--- src/rtl/gold_pkg.sv ---
`default_nettype none
// ============================================================================
// Module   : gold_pkg
// Purpose  : Shared encodings for the gold-bag interaction sensor.
//            Gold-bag state codes, eat-detection FSM states, cell size.
// Revision : 1.0 - initial release
// ============================================================================
package gold_pkg;

  // Bag states as reported by the motion controller
  localparam logic [3:0] GOLD_REST  = 4'd0;
  localparam logic [3:0] GOLD_FALL  = 4'd1;
  localparam logic [3:0] GOLD_CRASH = 4'd2;
  localparam logic [3:0] GOLD_EATEN = 4'd3;

  // Eat-detection FSM
  typedef enum logic [1:0] {
    WATCH = 2'd0,
    COUNT = 2'd1,
    DONE  = 2'd2
  } eat_state_t;

  localparam int CELL_SIZE = 32;

endpackage
`default_nettype wire

--- src/rtl/gold_probe_window.sv ---
`default_nettype none
// ============================================================================
// Module   : gold_probe_window
// Purpose  : Counts undug dirt pixels in the probe row beneath the bag.
//            The probe row is goldTopLeftY + PROBE_OFFSET_Y and spans columns
//            goldTopLeftX + PROBE_X_LO .. goldTopLeftX + PROBE_X_HI.
// Ports    : clk, reset      - clock, synchronous active-high reset
//            clear           - frame boundary; count restarts from this pixel
//            pixel_x/pixel_y - current scan position (signed)
//            gold_x/gold_y   - bag top-left (signed)
//            dirt            - undug dirt at the current pixel
//            dirt_cnt        - saturating dirt count for the current frame
//            probe_y         - probe row (12-bit signed)
// Revision : 1.0 - initial release
// ============================================================================
module gold_probe_window #(
  parameter int PROBE_OFFSET_Y = 32,
  parameter int PROBE_X_LO     = 8,
  parameter int PROBE_X_HI     = 23
) (
  input  logic               clk,
  input  logic               reset,
  input  logic               clear,
  input  logic signed [10:0] pixel_x,
  input  logic signed [10:0] pixel_y,
  input  logic signed [10:0] gold_x,
  input  logic signed [10:0] gold_y,
  input  logic               dirt,
  output logic [4:0]         dirt_cnt,
  output logic signed [11:0] probe_y
);

  localparam logic signed [11:0] OFF_Y = 12'(PROBE_OFFSET_Y);
  localparam logic signed [11:0] X_LO  = 12'(PROBE_X_LO);
  localparam logic signed [11:0] X_HI  = 12'(PROBE_X_HI);

  // One extra bit so bag positions near the edge cannot wrap the window
  logic signed [11:0] px, py, x_lo, x_hi;
  logic               in_window;
  logic               dirt_hit;

  assign px        = {pixel_x[10], pixel_x};
  assign py        = {pixel_y[10], pixel_y};
  assign probe_y   = {gold_y[10], gold_y} + OFF_Y;
  assign x_lo      = {gold_x[10], gold_x} + X_LO;
  assign x_hi      = {gold_x[10], gold_x} + X_HI;
  assign in_window = (py == probe_y) && (px >= x_lo) && (px <= x_hi);
  assign dirt_hit  = dirt && in_window;

  always_ff @(posedge clk) begin
    if (reset) begin
      dirt_cnt <= 5'd0;
    end else if (clear) begin
      // The boundary cycle's pixel belongs to the new frame
      dirt_cnt <= dirt_hit ? 5'd1 : 5'd0;
    end else if (dirt_hit && (dirt_cnt != 5'd31)) begin
      dirt_cnt <= dirt_cnt + 5'd1;
    end
  end

endmodule
`default_nettype wire

--- src/rtl/gold_interaction.sv ---
`default_nettype none
// ============================================================================
// Module   : gold_interaction
// Purpose  : Per-frame gold-bag interaction sensor. Accumulates bag/digger
//            overlap and probe-row dirt over a frame and publishes registered
//            collision/side/can_fall/been_eaten at each startOfFrame, plus the
//            digger_crush and eat_pulse one-cycle events.
// Ports    : clk, reset            - clock, synchronous active-high reset
//            startOfFrame          - one-cycle frame-start pulse
//            pixelX, pixelY        - scan position (signed)
//            goldTopLeftX/Y        - bag position (signed)
//            diggerTopLeftX        - digger X position (signed)
//            gold_state            - 0 rest, 1 fall, 2 crash, 3 eaten
//            *DrawingRequest       - bag / digger / dirt pixel present
//            collision, side, can_fall, been_eaten - frame-level results
//            eat_pulse, digger_crush               - one-cycle events
// Revision : 1.0 - initial release
// ============================================================================
module gold_interaction
  import gold_pkg::*;
#(
  parameter int SCREEN_H       = 480,
  parameter int PROBE_OFFSET_Y = 32,
  parameter int PROBE_X_LO     = 8,
  parameter int PROBE_X_HI     = 23,
  parameter int FALL_THRESH    = 2,
  parameter int EAT_FRAMES     = 2
) (
  input  logic               clk,
  input  logic               reset,
  input  logic               startOfFrame,
  input  logic signed [10:0] pixelX,
  input  logic signed [10:0] pixelY,
  input  logic signed [10:0] goldTopLeftX,
  input  logic signed [10:0] goldTopLeftY,
  input  logic signed [10:0] diggerTopLeftX,
  input  logic [3:0]         gold_state,
  input  logic               goldDrawingRequest,
  input  logic               diggerDrawingRequest,
  input  logic               dirtDrawingRequest,
  output logic               collision,
  output logic               side,
  output logic               can_fall,
  output logic               been_eaten,
  output logic               eat_pulse,
  output logic               digger_crush
);

  localparam int                 CNT_W      = $clog2(EAT_FRAMES + 1);
  localparam logic [CNT_W-1:0]   EAT_LIM    = CNT_W'(EAT_FRAMES);
  localparam logic [4:0]         FALL_LIM   = 5'(FALL_THRESH);
  localparam logic signed [11:0] SCREEN_LIM = 12'(SCREEN_H);

  logic [4:0]         dirt_cnt;
  logic signed [11:0] probe_y;

  logic hit_now, side_now;
  logic hit_acc, side_acc;

  logic is_rest, is_fall, is_crash;

  eat_state_t       state, state_n;
  logic [CNT_W-1:0] eat_cnt, eat_cnt_n;
  logic             enter_done;

  gold_probe_window #(
    .PROBE_OFFSET_Y (PROBE_OFFSET_Y),
    .PROBE_X_LO     (PROBE_X_LO),
    .PROBE_X_HI     (PROBE_X_HI)
  ) u_probe (
    .clk      (clk),
    .reset    (reset),
    .clear    (startOfFrame),
    .pixel_x  (pixelX),
    .pixel_y  (pixelY),
    .gold_x   (goldTopLeftX),
    .gold_y   (goldTopLeftY),
    .dirt     (dirtDrawingRequest),
    .dirt_cnt (dirt_cnt),
    .probe_y  (probe_y)
  );

  assign hit_now  = goldDrawingRequest & diggerDrawingRequest;
  assign side_now = {diggerTopLeftX[10], diggerTopLeftX} > {goldTopLeftX[10], goldTopLeftX};

  assign is_rest  = (gold_state == GOLD_REST);
  assign is_fall  = (gold_state == GOLD_FALL);
  assign is_crash = (gold_state == GOLD_CRASH);

  // Eat FSM next-state; only advances on a frame boundary
  always_comb begin
    state_n    = state;
    eat_cnt_n  = eat_cnt;
    enter_done = 1'b0;
    if (startOfFrame) begin
      case (state)
        WATCH: begin
          if (is_crash && hit_acc) begin
            eat_cnt_n = CNT_W'(1);
            if (EAT_FRAMES == 1) begin
              state_n    = DONE;
              enter_done = 1'b1;
            end else begin
              state_n = COUNT;
            end
          end
        end
        COUNT: begin
          if (!is_crash || !hit_acc) begin
            state_n   = WATCH;
            eat_cnt_n = '0;
          end else begin
            eat_cnt_n = eat_cnt + CNT_W'(1);
            if (eat_cnt_n == EAT_LIM) begin
              state_n    = DONE;
              enter_done = 1'b1;
            end
          end
        end
        DONE:    ;
        default: begin
          state_n   = WATCH;
          eat_cnt_n = '0;
        end
      endcase
    end
  end

  always_ff @(posedge clk) begin
    if (reset) begin
      state   <= WATCH;
      eat_cnt <= '0;
    end else begin
      state   <= state_n;
      eat_cnt <= eat_cnt_n;
    end
  end

  // Accumulators and published outputs
  always_ff @(posedge clk) begin
    if (reset) begin
      hit_acc      <= 1'b0;
      side_acc     <= 1'b0;
      collision    <= 1'b0;
      side         <= 1'b0;
      can_fall     <= 1'b0;
      been_eaten   <= 1'b0;
      eat_pulse    <= 1'b0;
      digger_crush <= 1'b0;
    end else begin
      eat_pulse  <= enter_done;
      been_eaten <= been_eaten | enter_done;
      if (startOfFrame) begin
        collision    <= hit_acc & is_rest;
        digger_crush <= hit_acc & is_fall;
        if (hit_acc) begin
          side <= side_acc;
        end
        can_fall <= (dirt_cnt <= FALL_LIM) && (probe_y < SCREEN_LIM) && (is_rest || is_fall);
        // Re-seed with the boundary cycle's own pixel
        hit_acc <= hit_now;
        if (hit_now) begin
          side_acc <= side_now;
        end
      end else begin
        digger_crush <= 1'b0;
        hit_acc      <= hit_acc | hit_now;
        if (hit_now && !hit_acc) begin
          side_acc <= side_now;
        end
      end
    end
  end

endmodule
`default_nettype wire
--- config.mk ---
export PLATFORM = sky130hd
export DESIGN_NAME = gold_interaction
export DESIGN_NICKNAME = d
export VERILOG_FILES = /design/src/rtl/gold_pkg.sv /design/src/rtl/gold_probe_window.sv /design/src/rtl/gold_interaction.sv
export SDC_FILE = /design/constraint.sdc
export NUM_CORES = 1
export LEC_CHECK = 0
export CORE_UTILIZATION = 48
export DETAILED_ROUTE_END_ITERATION = 8
export PLACE_DENSITY = 0.81
export SYNTH_ARGS = -nofsm -noshare
export SYNTH_HDL_FRONTEND = slang
export SYNTH_HIERARCHICAL = 1
export SYNTH_SLANG_ARGS = --single-unit
--- constraint.sdc ---
create_clock -name clk -period 4.7 [get_ports clk]
set_input_delay 0.705 -clock clk [delete_from_list [all_inputs] [get_ports clk]]
set_output_delay 0.705 -clock clk [all_outputs]
set_load 0.1 [all_outputs]
-- Word level (Yosys, flattened, before mapping)
Cells that the tools add are included.
- output and inout port bits: 6
- logic and storage cells: 76
- bits in registers: 17
- bits of input ports: 65
- add/sub/neg operators: 5
- reductions and logical operators: 21
- muxes and demuxes: 17
- equality and inequality tests: 10
- magnitude comparators: 5
- bitwise gates (word level): 7
- operator list (operator ; number):
    $add A11 B5 Y12 const B ; 1
    $add A11 B6 Y12 const B ; 1
    $add A11 B7 Y12 const B ; 1
    $eq A11 B12 Y1 ; 1
    $ge A11 B12 Y1 ; 1
    $gt A12 B12 Y1 ; 1
    $le A11 B12 Y1 ; 1
    $lt A12 B10 Y1 const B ; 1
    $pmux W2 S3 ; 2
    $mux W5 ; 2
    $mux W1 ; 9
    $logic_and A1 B1 Y1 ; 8
    $mux W2 ; 4
    $add A5 B1 Y5 const B ; 1
    $le A5 B2 Y1 const B ; 1
    $ne A5 B5 Y1 const B ; 1
    $eq A2 B2 Y1 const B ; 2
    $eq A4 B1 Y1 const B ; 1
    $eq A4 B2 Y1 const B ; 1
    $logic_not A4 Y1 ; 1
    $reduce_and A2 Y1 ; 2
    $reduce_and A4 Y1 ; 1
    $reduce_bool A2 Y1 ; 2
    $and A1 B1 Y1 ; 3
    12 further kinds ; 16

-- Logic depth before layout (Yosys ltp)
Gate-level depths: netlist of run 1.
- depth in word-level cells: 8
- gate-level depth with buffers: 14

-- Cells and area by module
The synthesis of run 1 kept the hierarchy.
- modules (own cells, without submodules) (module ; area an instance (um^2) ; times used ; cells each ; sequential area each (um^2)):
    gold_probe_window ; 1418.9 ; 1 ; 179 ; 100.1
    gold_interaction ; 810.8 ; 1 ; 98 ; 240.2

-- Worst setup path before layout of run 1
OpenSTA, ideal clock, no wires.
- path kind: input to register
- from: input goldTopLeftX[0]
- to: register u_probe.dirt_cnt[0]
- stages on the path: 14
- arrival time: 3498 ps
- path buffers: 0
- setup slack: 1114 ps
- path through: inv_1 > ha_1 > inv_1 > o21ai_0 > a21boi_0 > and3_1 > nand3_1 > xor2_1 > ha_1 > nand4_1 > a211oi_1 > o41a_1 > or4_1 > o32ai_2
- longest elaborated chain between the ends: 7
- elaborated cells between the ends (all ways): 11
- classes of those cells: add/sub: 2; order compare: 2; mux: 2; reduce/logical: 5
- ends and longest elaborated chain (what ; line ; RTL):
    start, declared ; gold_interaction.sv:34 ; input logic signed [10:0] goldTopLeftX,
    $add A11 B5 Y12 ; gold_probe_window.sv:45 ; assign x_lo = {gold_x[10], gold_x} + X_LO;
    $ge A11 B12 Y1 ; gold_probe_window.sv:47 ; assign in_window = (py == probe_y) && (px >= x_lo) && (px <= x_hi);
    $logic_and A1 B1 Y1 ; gold_probe_window.sv:47 ;
    $logic_and A1 B1 Y1 (*) ; gold_probe_window.sv:47 ;
    $logic_and A1 B1 Y1 (*) ; gold_probe_window.sv:48 ; assign dirt_hit = dirt && in_window;
    $mux W1 / $logic_and A1 B1 Y1 (equally long branches) ; gold_probe_window.sv:55, gold_probe_window.sv:56 ;
    $mux W5 / $reduce_bool A2 Y1 (equally long branches) ; -- ;
    end signal, assigned ; gold_probe_window.sv:55 ; dirt_cnt <= dirt_hit ? 5'd1 : 5'd0;
    end signal, assigned ; gold_probe_window.sv:57 ; dirt_cnt <= dirt_cnt + 5'd1;
    end, declared ; gold_probe_window.sv:29 ; output logic [4:0] dirt_cnt,
Mark *: on every way between the ends. The rest lies on a longest branch, timed or not.
A chain may end at the register's enable or synchronous reset.

-- Worst setup path after layout of run 1
- from: input goldTopLeftX[0]
- to: register u_probe.dirt_cnt[4]
- longest elaborated chain between the ends: 7
- elaborated cells between the ends (all ways): 9
- classes of those cells: add/sub: 2; order compare: 2; reduce/logical: 5
- ends and longest elaborated chain (what ; line ; RTL):
    $add A11 B5 Y12 ; gold_probe_window.sv:45 ;
    $ge A11 B12 Y1 ; gold_probe_window.sv:47 ;
    $logic_and A1 B1 Y1 ; gold_probe_window.sv:47 ;
    $logic_and A1 B1 Y1 (*) ; gold_probe_window.sv:47 ;
    $logic_and A1 B1 Y1 (*) ; gold_probe_window.sv:48 ;
    $logic_and A1 B1 Y1 (*) ; gold_probe_window.sv:56 ; end else if (dirt_hit && (dirt_cnt != 5'd31)) begin
    $reduce_bool A2 Y1 (no line) (*) ; -- ;
Marks and branches as above.

==> results of run 1 <==
[power groups by stage]
stage / registers (mW) / clock network, mW / logic [mW]
detailed placement: 0.150 / 0 / 0.201
CTS: 0.146 / 0.115 / 0.202
global placement: 0.150 / 0 / 0.197
finish: 0.147 / 0.112 / 0.202
global route: 0.147 / 0.123 / 0.224
floorplan: 0.151 / 0 / 0.106
[cells in the final DEF, fill, tap and decap left out, drive strengths merged, types with 8 or more instances in the layout]
cell type	n
nand3	19
xnor2	19
nand4	12
o21ai	8
nor2	15
inv	22
ha	42
dfxtp	17
nand2	25
xor2	10
a21oi	18
clkdlybuf4s50	70
[path summary, 6_finish.rpt]
kind                              end  slack (ns)
hold reg to reg            been_eaten        0.45
setup / recovery  u_probe/dirt_cnt[4]        0.60
hold / removal             been_eaten        0.45
setup reg to reg  u_probe/dirt_cnt[4]        2.82
[per-stage QoR]
| stage | hold slack (ns) | worst slack (ns) | utilization (%) |
|---|---|---|---|
| after global routing | 0.474 | 0.364 | 68.3 |
| after detailed placement | 0.439 | 0.332 | 67.2 |
| final | 0.446 | 0.595 | 68.3 |
| after global placement | 0.436 | 0.435 | 67.2 |
| after floorplan | 0.445 | 1.11 | - |
| after CTS | 0.450 | 0.597 | 68.3 |
[layer usage]
layer | track usage [%] | wire length [um] | vias up
li1 | - | - | 1144
met1 | 26.4 | 2390 | 997
met2 | 42.6 | 2630 | 62
met3 | 2.18 | 201 | 11
met4 | 6.80 | 90 | 0
met5 | 0 | 0 | -
[worst register-to-register path, cell delays in order, from the launching register on]
cell and delay (ns):
dfxtp_1 0.35, ha_1 0.23, and3_1 0.20, ha_1 0.23, o21bai_1 0.18, nor4_2 0.36, mux2i_1 0.26
[final cells by class]
class                      instances  share of cell area [%]
multi-input combinational        229                    58.4
timing repair buffer              71                    23.7
sequential                        17                    11.4
inverter                          23                    2.88
tap                               52                    2.17
clock buffer                       3                    1.38
clock inverter                     1                   0.167
[sequential cells by signal, indices dropped and copies added, names as in the netlist]
register	cells
been_eaten	1
can_fall	1
collision	1
digger_crush	1
eat_cnt	2
eat_pulse	1
hit_acc	1
side	1
side_acc	1
state	2
u_probe/dirt_cnt	5
==> impl_metrics.py, run 1 <==
metrics = {
    "clock_tree": {
        "cts.sinks": 17,
        "cts_htree_levels": 1,
        "tritoncts": "built",
        "cts.root.buffer_cell": "clkbuf_8",
        "clock_insertion_delay_worst_skew_ns": 0.26,
        "post_cts.repair.setup_buffers": 0,
        "clock_tree_buffer_depth": 2,
        "cts_resized": 0,
        "clk_pin_slew_worst_paths_ns": 0.07,
        "cts_made_buffers": 3,
        "cts_hold_repair_buffers": 0,
    },
    "power_and_ir_drop": {
        "power.total_mw": 0.460,
        "clock_power_share_pct": 24.4,
        "sequential_power_share_pct": 31.8,
        "switching_power_mw": 0.149,
        "sw_frac_of_total_pct": 32.3,
        "max-vdd-ir-drop_mv": 0.119,
        "intPower_mw": 0.312,
        "power.static_leakage_nw": 1.21,
        "power.density_cell_area_nw_per_um2": 154,
        "combinationalPowerShare_pct": 43.8,
    },
    "global_route": {
        "global_route.overflow_total": 0,
        "antenna_found_initial": 0,
        "largest_net_degree_at_the_start_of_global_routing": 18,
        "grt.total_usage_pct": 22.5,
        "vias_in_the_first_global_route": 2226,
        "grt_first_pass_wirelength_mm": 9.09,
    },
    "yosys": {
        "cell_area_after_synthesis_sq_um": 2190,
        "ys_warn_count": 6,
        "syn_avg_cell_area_sq_um": 8.06,
        "post_syn_nets": 379,
        "syn_inst": 272,
    },
    "routing": {
        "detail_route.vias_per_cell": 5.59,
        "wl_mm": 5.31,
        "route.vias.total": 2214,
        "avgRoutedWirePerCell_um": 13.4,
        "detail_route.drc_violations": 0,
        "detail_route.first_pass.iterations": 4,
        "postRouteAntennaNets": 0,
        "drtIter0Drc": 76,
    },
    "timing": {
        "final_critical_path_time_including_i_o_delays_and_setup_ns": 4.10,
        "slew-limit-headroom_pct": 35.1,
        "tightest_slew_ns": 0.971,
        "setup-violations-final": 0,
        "finClkSkew_ns": 0.00607,
        "final-max-slew-violation-count": 0,
        "grt_setup_unrepaired": "false",
        "final.period_utilization_pct": 87.3,
        "finalHoldViolCount": 0,
        "fmax_mhz": 244,
        "setup_tns_ns": 0,
    },
    "floorplanning": {
        "die-width_um": 69.6,
        "die_height_um": 69.6,
        "num_io_pins": 71,
        "die-area_sq_um": 4840,
        "fp-row-count": 24,
        "fp.coreArea_sq_um": 4380,
        "initial_core_util_pct": 50.0,
    },
    "final_layout": {
        "area_growth_syn_to_layout_pct": 36.5,
        "combined_flip_flop_and_latch_cell_area_sq_um": 340,
        "n_antenna_cell": 0,
        "instances_no_fill": 396,
        "final_net_count": 452,
        "design_area_sq_um": 2990,
        "filler_cell_count": 393,
        "multi_input_comb_area_sq_um": 1750,
        "drive_gt1_share_pct": 5.23,
    },
    "placed_design": {
        "placed_cells": 392,
        "place.gp.congestion": 0.927,
        "portBuffers": 70,
        "detailed_place_hpwl_mm": 4.49,
        "dpl-instance-area_sq_um": 2950,
    },
    "job": {
        "max-cap-violations": 0,
    },
    "critical_path": {
        "worst-endpoint-arrival_ns": 4.28,
        "critPathRequiredTime_ns": 4.88,
        "critical_path_depth": 15,
        "critPathCaptureType": "register",
        "critical_path.startpoint": "goldTopLeftX[0]",
        "worst_setup_path_start_kind": "input port",
        "worstPathMaxFanout": 4,
        "reg2reg_from": "u_probe/dirt_cnt[0]",
        "rr_worst_depth": 6,
        "path_buf_inv": 3,
        "worst_path_dominant_cell_family": "simple AND/OR/NAND/NOR gates",
        "crit_path_cell_trace": "clkdlybuf4s50_1 > inv_1 > ha_1 > inv_1 > o21ai_0 > a21boi_0 > and3_1 > nand3_1 > xor2_1 > ha_1 > nand4_1 > a211oi_1 > o41a_1 > nor4_2 > mux2i_1",
        "worstSetupPathType": "in2reg",
        "crit_path_max_incr_delay_ns": 0.52,
        "crit_path_top_delay_cell": "clkdlybuf4s50_1",
    },
    "hold_path": {
        "hold_path.class": "reg2reg",
        "hold-path-cell-count": 2,
        "min_from": "been_eaten",
    },
    "outcome": {
        "outcome": "complete, no violations",
    },
}
Note: power is estimated with default switching activity, not from simulation.
==> run 2, diff against run 1 <==
--- a/config.mk
+++ b/config.mk
@@ -8,6 +8,7 @@
 export CORE_UTILIZATION = 48
 export DETAILED_ROUTE_END_ITERATION = 8
 export PLACE_DENSITY = 0.81
+export SKIP_LAST_GASP = 1
 export SYNTH_ARGS = -nofsm -noshare
 export SYNTH_HDL_FRONTEND = slang
 export SYNTH_HIERARCHICAL = 1
==> results of run 2 <==
The final DEF is identical to that of run 1; final timing and power are the same.
